===== config.mk =====
export PLATFORM = sky130hd
export DESIGN_NAME = mem_arbiter
export DESIGN_NICKNAME = d
export VERILOG_FILES = /design/src/rtl/mem_arbiter_pkg.sv /design/src/rtl/mem_arbiter.sv
export SDC_FILE = /design/constraint.sdc
export NUM_CORES = 1
export LEC_CHECK = 0
export ABC_AREA = 0
export ABC_CLOCK_PERIOD_IN_PS = 13200
export CORE_MARGIN = 10
export CORE_UTILIZATION = 40
export CTS_CLUSTER_DIAMETER = 100
export CTS_CLUSTER_SIZE = 12
export DETAILED_ROUTE_END_ITERATION = 10
export PLACE_DENSITY = 0.65
export REMOVE_ABC_BUFFERS = 1
export SKIP_LAST_GASP = 1
export SYNTH_ARGS = -nofsm -noshare
export SYNTH_HDL_FRONTEND = slang
export SYNTH_SLANG_ARGS = --single-unit
export TNS_END_PERCENT = 5

===== constraint.sdc =====
create_clock -name clk -period 13.2 [get_ports clk]
set_input_delay 1.98 -clock clk [delete_from_list [all_inputs] [get_ports clk]]
set_output_delay 1.98 -clock clk [all_outputs]
set_load 0.05 [all_outputs]

===== src/rtl/mem_arbiter_pkg.sv =====
// rtl/mem_arbiter_pkg.sv - shared types and helpers for the byte-serial memory arbiter
package mem_arbiter_pkg;

  typedef enum logic [1:0] {
    ST_IDLE = 2'd0,
    ST_RD   = 2'd1,
    ST_WR   = 2'd2
  } state_t;

  localparam logic [1:0] SZ_B     = 2'd0;
  localparam logic [1:0] SZ_H     = 2'd1;
  localparam logic [1:0] IO_FIELD = 2'b11;

  // Illegal size code 3 falls into the word case.
  function automatic logic [2:0] size_bytes(input logic [1:0] size);
    case (size)
      SZ_B:    return 3'd1;
      SZ_H:    return 3'd2;
      default: return 3'd4;
    endcase
  endfunction

endpackage


===== src/rtl/mem_arbiter.sv =====
// rtl/mem_arbiter.sv - shares the 8-bit RAM/IO bus between fetch and load/store
module mem_arbiter
  import mem_arbiter_pkg::*;
#(
  parameter int ADDR_W = 32,
  parameter int IO_BIT = 16
) (
  input  logic              clk,
  input  logic              rst,
  input  logic              rdy,
  input  logic              if_req_i,
  input  logic [ADDR_W-1:0] if_addr_i,
  input  logic              flush_i,
  output logic              if_done_o,
  output logic [31:0]       if_data_o,
  input  logic              d_req_i,
  input  logic              d_we_i,
  input  logic [1:0]        d_size_i,
  input  logic [ADDR_W-1:0] d_addr_i,
  input  logic [31:0]       d_wdata_i,
  output logic              d_done_o,
  output logic [31:0]       d_rdata_o,
  input  logic [7:0]        mem_din,
  output logic [7:0]        mem_dout,
  output logic [ADDR_W-1:0] mem_a,
  output logic              mem_wr
);

  state_t            state;
  logic              owner_d;
  logic [2:0]        cnt;
  logic [2:0]        nbytes_q;
  logic [ADDR_W-1:0] base;
  logic [31:0]       wdata_q;
  logic [31:0]       asm_q;
  logic [31:0]       asm_next;
  logic              rdy_q;
  logic              mem_wr_q;
  logic              d_go;
  logic              i_go;
  logic              io_rd;

  // A requester whose done pulse is showing is not re-granted in that cycle.
  assign d_go   = d_req_i && !d_done_o;
  assign i_go   = if_req_i && !if_done_o && !d_go;
  assign mem_wr = mem_wr_q && rdy;
  assign io_rd  = (state == ST_RD) && owner_d && (base[IO_BIT+1:IO_BIT] == IO_FIELD);

  // Byte k arrives one cycle after its address, i.e. while cnt == k+2.
  always_comb begin
    asm_next = asm_q;
    case (cnt)
      3'd2:    asm_next[7:0]   = mem_din;
      3'd3:    asm_next[15:8]  = mem_din;
      3'd4:    asm_next[23:16] = mem_din;
      3'd5:    asm_next[31:24] = mem_din;
      default: asm_next = asm_q;
    endcase
  end

  always_ff @(posedge clk or posedge rst) begin
    if (rst) begin
      state     <= ST_IDLE;
      owner_d   <= 1'b0;
      cnt       <= 3'd0;
      nbytes_q  <= 3'd0;
      base      <= '0;
      wdata_q   <= 32'd0;
      asm_q     <= 32'd0;
      rdy_q     <= 1'b1;
      mem_wr_q  <= 1'b0;
      mem_a     <= '0;
      mem_dout  <= 8'd0;
      if_done_o <= 1'b0;
      if_data_o <= 32'd0;
      d_done_o  <= 1'b0;
      d_rdata_o <= 32'd0;
    end else begin
      if_done_o <= 1'b0;
      d_done_o  <= 1'b0;
      rdy_q     <= rdy;
      if (rdy) begin
        case (state)
          ST_IDLE: begin
            if (d_go) begin
              owner_d  <= 1'b1;
              base     <= d_addr_i;
              wdata_q  <= d_wdata_i;
              nbytes_q <= size_bytes(d_size_i);
              mem_a    <= d_addr_i;
              cnt      <= 3'd1;
              asm_q    <= 32'd0;
              if (d_we_i) begin
                state    <= ST_WR;
                mem_wr_q <= 1'b1;
                mem_dout <= d_wdata_i[7:0];
              end else begin
                state <= ST_RD;
              end
            end else if (i_go) begin
              owner_d  <= 1'b0;
              base     <= if_addr_i;
              nbytes_q <= 3'd4;
              mem_a    <= if_addr_i;
              cnt      <= 3'd1;
              asm_q    <= 32'd0;
              state    <= ST_RD;
            end
          end
          ST_RD: begin
            if (!owner_d && flush_i) begin
              state <= ST_IDLE;
              mem_a <= '0;
              cnt   <= 3'd0;
            end else if (!rdy_q) begin
              // Bytes seen around a freeze may be stale, so re-read from byte 0.
              mem_a <= base;
              cnt   <= 3'd1;
              asm_q <= 32'd0;
            end else begin
              if (cnt >= 3'd2) asm_q <= asm_next;
              if (cnt < nbytes_q) mem_a <= base + ADDR_W'(cnt);
              else                mem_a <= '0;
              if (cnt == nbytes_q + 3'd1) begin
                state <= ST_IDLE;
                cnt   <= 3'd0;
                if (owner_d) begin
                  d_done_o  <= 1'b1;
                  d_rdata_o <= asm_next;
                end else begin
                  if_done_o <= 1'b1;
                  if_data_o <= asm_next;
                end
              end else begin
                cnt <= cnt + 3'd1;
              end
            end
          end
          ST_WR: begin
            if (cnt < nbytes_q) begin
              mem_a    <= base + ADDR_W'(cnt);
              mem_dout <= wdata_q[{cnt[1:0], 3'b000} +: 8];
              cnt      <= cnt + 3'd1;
            end else begin
              state    <= ST_IDLE;
              mem_a    <= '0;
              mem_dout <= 8'd0;
              mem_wr_q <= 1'b0;
              cnt      <= 3'd0;
              d_done_o <= 1'b1;
            end
          end
          default: state <= ST_IDLE;
        endcase
      end
    end
  end

  // IO reads have side effects; a freeze would replay them on resume.
  assert property (@(posedge clk) disable iff (rst) io_rd |-> rdy);

endmodule


### After elaboration in Yosys (flattened, before gate mapping)

Index checks and enable logic that the tools add are counted.

| storage, ports and cells | value |
|---|---|
| register bits after elaboration | 213 |
| bits of input ports | 113 |
| output and inout port bits | 107 |
| word-level logic and storage cells | 120 |

| operators by class | value |
|---|---|
| add/sub/neg operators | 3 |
| $lt $le $gt $ge | 2 |
| equal/unequal tests | 16 |
| shift operators | 1 |
| muxes and demuxes | 57 |
| bitwise gates (word level) | 2 |
| reductions and logical operators | 24 |

Operators with widths:

| kind | number |
|---|---|
| $mux 32 | 10 |
| $pmux 32 s3 | 1 |
| $pmux 32 s2 | 1 |
| $mux 8 | 7 |
| $add 32x3->32 | 1 |
| $shiftx 32x6->8 | 1 |
| $mux 3 | 8 |
| $mux 1 | 17 |
| $pmux 8 s2 | 1 |
| $reduce_and 5->1 | 3 |
| $mux 2 | 7 |
| $reduce_and 6->1 | 2 |
| $pmux 3 s3 | 1 |
| $reduce_and 3->1 | 3 |
| $ne 2x2->1 const B | 4 |
| $add 3x1->3 const B | 2 |
| $eq 3x2->1 const B | 2 |
| $eq 3x3->1 const B | 2 |
| $ne 3x2->1 const B | 2 |
| $pmux 2 s3 | 1 |
| $pmux 3 s2 | 1 |
| $reduce_bool 2->1 | 3 |
| $logic_and 1x1->1 | 5 |
| $eq 2x1->1 const B | 2 |
| other kinds (12) | 18 |

### Depth between registers and ports, before layout

| depth | value |
|---|---|
| depth after elaboration | 7 |
| mapped depth | 10 |
| depth with buffers taken out | 8 |

### Worst setup path after synthesis

OpenSTA, ideal clock, no wires.

| timing path | value |
|---|---|
| kind | input to output |
| start point | input port rdy |
| end point | output port mem_wr |
| arrival | 2690 ps |
| required time | 11220 ps |
| setup slack | 8530 ps |
| stages | 2 |
| buffers on the path | 1 |
| path through | clkbuf_1 > and2_1 |

| between the ends | value |
|---|---|
| cells in the longest elaborated chain, start to end | 1 |

RTL lines:

| item | RTL line | text |
|---|---|---|
| start: declaration | mem_arbiter.sv:10 | `input logic rdy,` |
| $logic_and 1x1->1 | mem_arbiter.sv:46 | `assign mem_wr = mem_wr_q && rdy;` |
| end: declaration | mem_arbiter.sv:26 | `output logic mem_wr` |

Every way passes these cells.

### Final worst setup path

Ends and elaborated chain as after synthesis.

==> results.toml <==
[sta]
final.min_clock_period_ns = 5.708
skew_ns = 0.01778
finalHoldViolations = 0
timing.final.crit_share_pct = 43.25
rsz0062_at_grt = "no"
worst_slew_pin_slew_ns = 1.218
finalSetupTns_ns = 0
finalSetupViolations = 0
fmax_mhz = 175.2
final_critical_path_setup_slack_ns = 7.492
max_slew_margin_pct = 18.50
timing_max_transition_violations_final = 0

[die]
row_count = 59
dieWidth_um = 181.9
core-area_um2 = 25910
fp.dieArea_um2 = 33080
initial_utilization_pct = 40.46
floorplan.io_pins = 220
die_h_um = 181.9

[clocking]
clock_sink_count = 213
clock_insertion_delay_worst_skew_ns = 0.50
ctsHoldBuffers = 0
cts.repair_timing.setup_buffer_count = 0
post_cts_resized = 0
path_clk_slew_ns = 0.06
cts.root.buffer_cell = "clkbuf_16"
clock_tree.buffer_depth = 3
cts_tree = "yes"
h-tree-depth = 1
cts_inserted_buffers = 21

[pwr]
total_leakage_power_uw = 0.005624
cellPowerDensity_nw_per_um2 = 213.3
share_of_total_power_in_sequential_cells_pct = 35.4
sw_ratio_pct = 43.14
internal-power_uw = 1632
pwr-share-clk_pct = 18.5
combPwrFrac_pct = 46.2
ir_worst_vdd_v = 0.0001300
switching_power_total_uw = 1239

[worst_setup_path]
cp_data_required_time_ns = 11.22
worst-setup-path-type = "input pin to output port"
worstSetupStartpointType = "input pin"
critPathLaunch = "rdy"
worst-r2r-setup-slack_ns = 9.92
worst-path-max-fanout = 11
r2r_start = "state[0]"
timing.critical_path.to_type = "output port"
data_arrival_time_at_the_worst_slack_endpoint_ns = 3.73

[yosys]
synth_async_sr_flop_share_pct = 100.0
synthesis.yosys.warnings = 0
post_synth_inst_count = 1048
area_of_the_mapped_netlist_um2 = 10480
postSynthAreaPerCell_um2 = 10.00
ys_ff_latch = 213
synth.yosys.seq_area_share_pct = 50.86
post_synth_num_cell_types = 62
synth_enable_flop_cells = 0
ys.flop_type = "dfrtp_1"

[place]
gp_congestion = 0.8263
place.detailed.hpwl_mm = 21.15
placement.io_buffers = 219
placedCellCount = 1533
place_area_um2 = 12900
dp_slack_ns = 7.473

[routing]
detail_route.iter0.violations = 686
drc = 0
first_pass_iters = 5
route.detailed.wl_per_inst_um = 19.93
total_via_count_after_detailed_routing = 8713
finalWirelength_mm = 31.15
routed_via_count_divided_by_cell_count = 5.575
final_antenna_net_count = 0

[final_layout]
area_growth_pct = 28.41
design_area_um2 = 13460
fin_nets = 1350
stdcell_count = 1563
final_core_utilization_pct = 51.95
drive_above_1_share_pct = 7.905

[grt]
global_route_wire_length_before_repair_mm = 49.30
grt_max_degree = 138
grt_pass1_vias = 8767
all_layer_global_routing_usage_pct = 18.05
antenna_violations_before_repair = 1
grt_remaining_overflow = 0

[hold_path]
hold_class = "register to register"
holdCritStartpoint = "d_rdata_o[3]"

[run_status]
run_status = "completed"

[run]
drv_cap = 0
[metrics by stage]
| stage | hold slack [ns] | total power (uW) |
|---|---|---|
| 2_1_floorplan | 0.4632 | 1894 |
| 3_3_place_gp | 0.4603 | 2326 |
| 3_5_place_dp | 0.4687 | 2347 |
| 4_1_cts | 0.4830 | 2889 |
| 5_1_grt | 0.5083 | 3054 |
| 6_report | 0.4757 | 2871 |
[synth_stat cells, types with 3 or more instances]
cell	number	area [um^2]
dfrtp_1	212	5305
nand2_1	140	525.5
a22oi_1	10	75.07
a31oi_1	17	106.4
nand4_1	10	62.56
a221oi_1	5	43.79
buf_2	6	30.03
nor2_1	62	232.7
mux4_2	8	180.2
nor3b_1	7	52.55
o31ai_1	3	22.52
xor2_1	4	35.03
ha_1	15	187.7
a21oi_1	62	310.3
o21ai_0	96	480.5
or4_1	5	37.54
inv_1	22	82.58
a211oi_1	13	97.59
a22o_1	33	289.0
nand3_1	29	145.1
or2_2	9	56.30
o21a_1	11	82.58
a21boi_0	3	22.52
o32ai_1	3	26.28
clkbuf_1	51	191.4
o311ai_0	4	35.03
mux2i_1	55	550.5
and3_1	7	43.79
o21ai_1	6	30.03
nor2b_1	5	31.28
buf_1	19	71.32
a311oi_1	9	78.83
nor4_1	5	31.28
or3_1	5	31.28
mux2_2	34	382.9
nor3_1	15	75.07
o22ai_1	15	93.84
[state kept, by name, summed over array words and instances (netlist names), 2 cells and up]
name	count
state	2
base	32
wdata_q	32
d_rdata_o	32
asm_q	32
mem_dout	8
if_data_o	32
mem_a	32
cnt	3
nbytes_q	3
[cells in the final DEF (no fill, tap or decap), types with 6 or more instances in the layout]
| cell | instances |
|---|---|
| a22oi_1 | 10 |
| nand2_1 | 140 |
| nor3_1 | 14 |
| nand4_1 | 10 |
| o21ai_1 | 6 |
| and3_1 | 7 |
| a211oi_1 | 13 |
| nor3b_1 | 7 |
| nand3_1 | 26 |
| buf_4 | 9 |
| inv_1 | 21 |
| o22ai_1 | 15 |
| dfrtp_1 | 212 |
| a311oi_1 | 9 |
| o21ai_0 | 96 |
| nor2_1 | 62 |
| clkdlybuf4s50_1 | 219 |
| clkbuf_16 | 21 |
| a21oi_1 | 61 |
| a22o_1 | 33 |
| o21a_1 | 11 |
| mux2i_1 | 55 |
| mux2_2 | 34 |
| a31oi_1 | 16 |
| or2_2 | 9 |
| clkbuf_1 | 7 |
| mux4_2 | 8 |
| ha_1 | 14 |
[critical path: stages]
cell	delay, ns
clkdlybuf4s50_1	0.72
and2_1	0.19
clkdlybuf4s50_1	0.83
[per-layer routing]
metal  GRT usage [%]  up-vias  part of all wire (%)  wire (um)
met1           23.90     4245                    44      13820
li1                -     4139                     -          -
met5               0        -                     0          0
met2           28.83      288                    46      14380
met4           4.881        0                   2.4        741
met3           4.414       41                   7.1       2210
[final cells by class]
class / instances / area [um^2]
sequential: 213 / 5331
tap: 335 / 419.2
antenna: 1 / 2.502
inverter: 22 / 90.09
timing repair buffer: 228 / 2260
clock buffer: 28 / 551.8
fill: 2372 / 12450
clock inverter: 1 / 5.005
multi-input combinational: 735 / 4801
[logic make-up after synthesis]
family / share of synthesized area [%]
and+or+nand+nor: 13.58
AOI/OAI and AO/OA: 18.43
muxes: 10.62
adders and majority gates: 1.981
xor gates and xnor gates: 0.7281
buffers and inverters: 3.796
DFF: 50.86
[power by group through the flow]
stage / combinational [uW] / sequential [uW] / clock, uW
after floorplan: 677 / 1220 / 0
after global placement: 1310 / 1020 / 0
after detailed placement: 1320 / 1020 / 0
after CTS: 1330 / 1010 / 545
after global routing: 1440 / 1050 / 570
final: 1330 / 1020 / 530
[final timing paths]
path,end,cells after the start
min reg2reg,d_rdata_o[3],2
min in group asynchronous,mem_dout[5],2
min,d_rdata_o[3],2
max,mem_wr,3
max reg2reg,mem_a[12],7
max in group asynchronous,base[26],3
No activity file was read; power rests on OpenSTA's default activity.
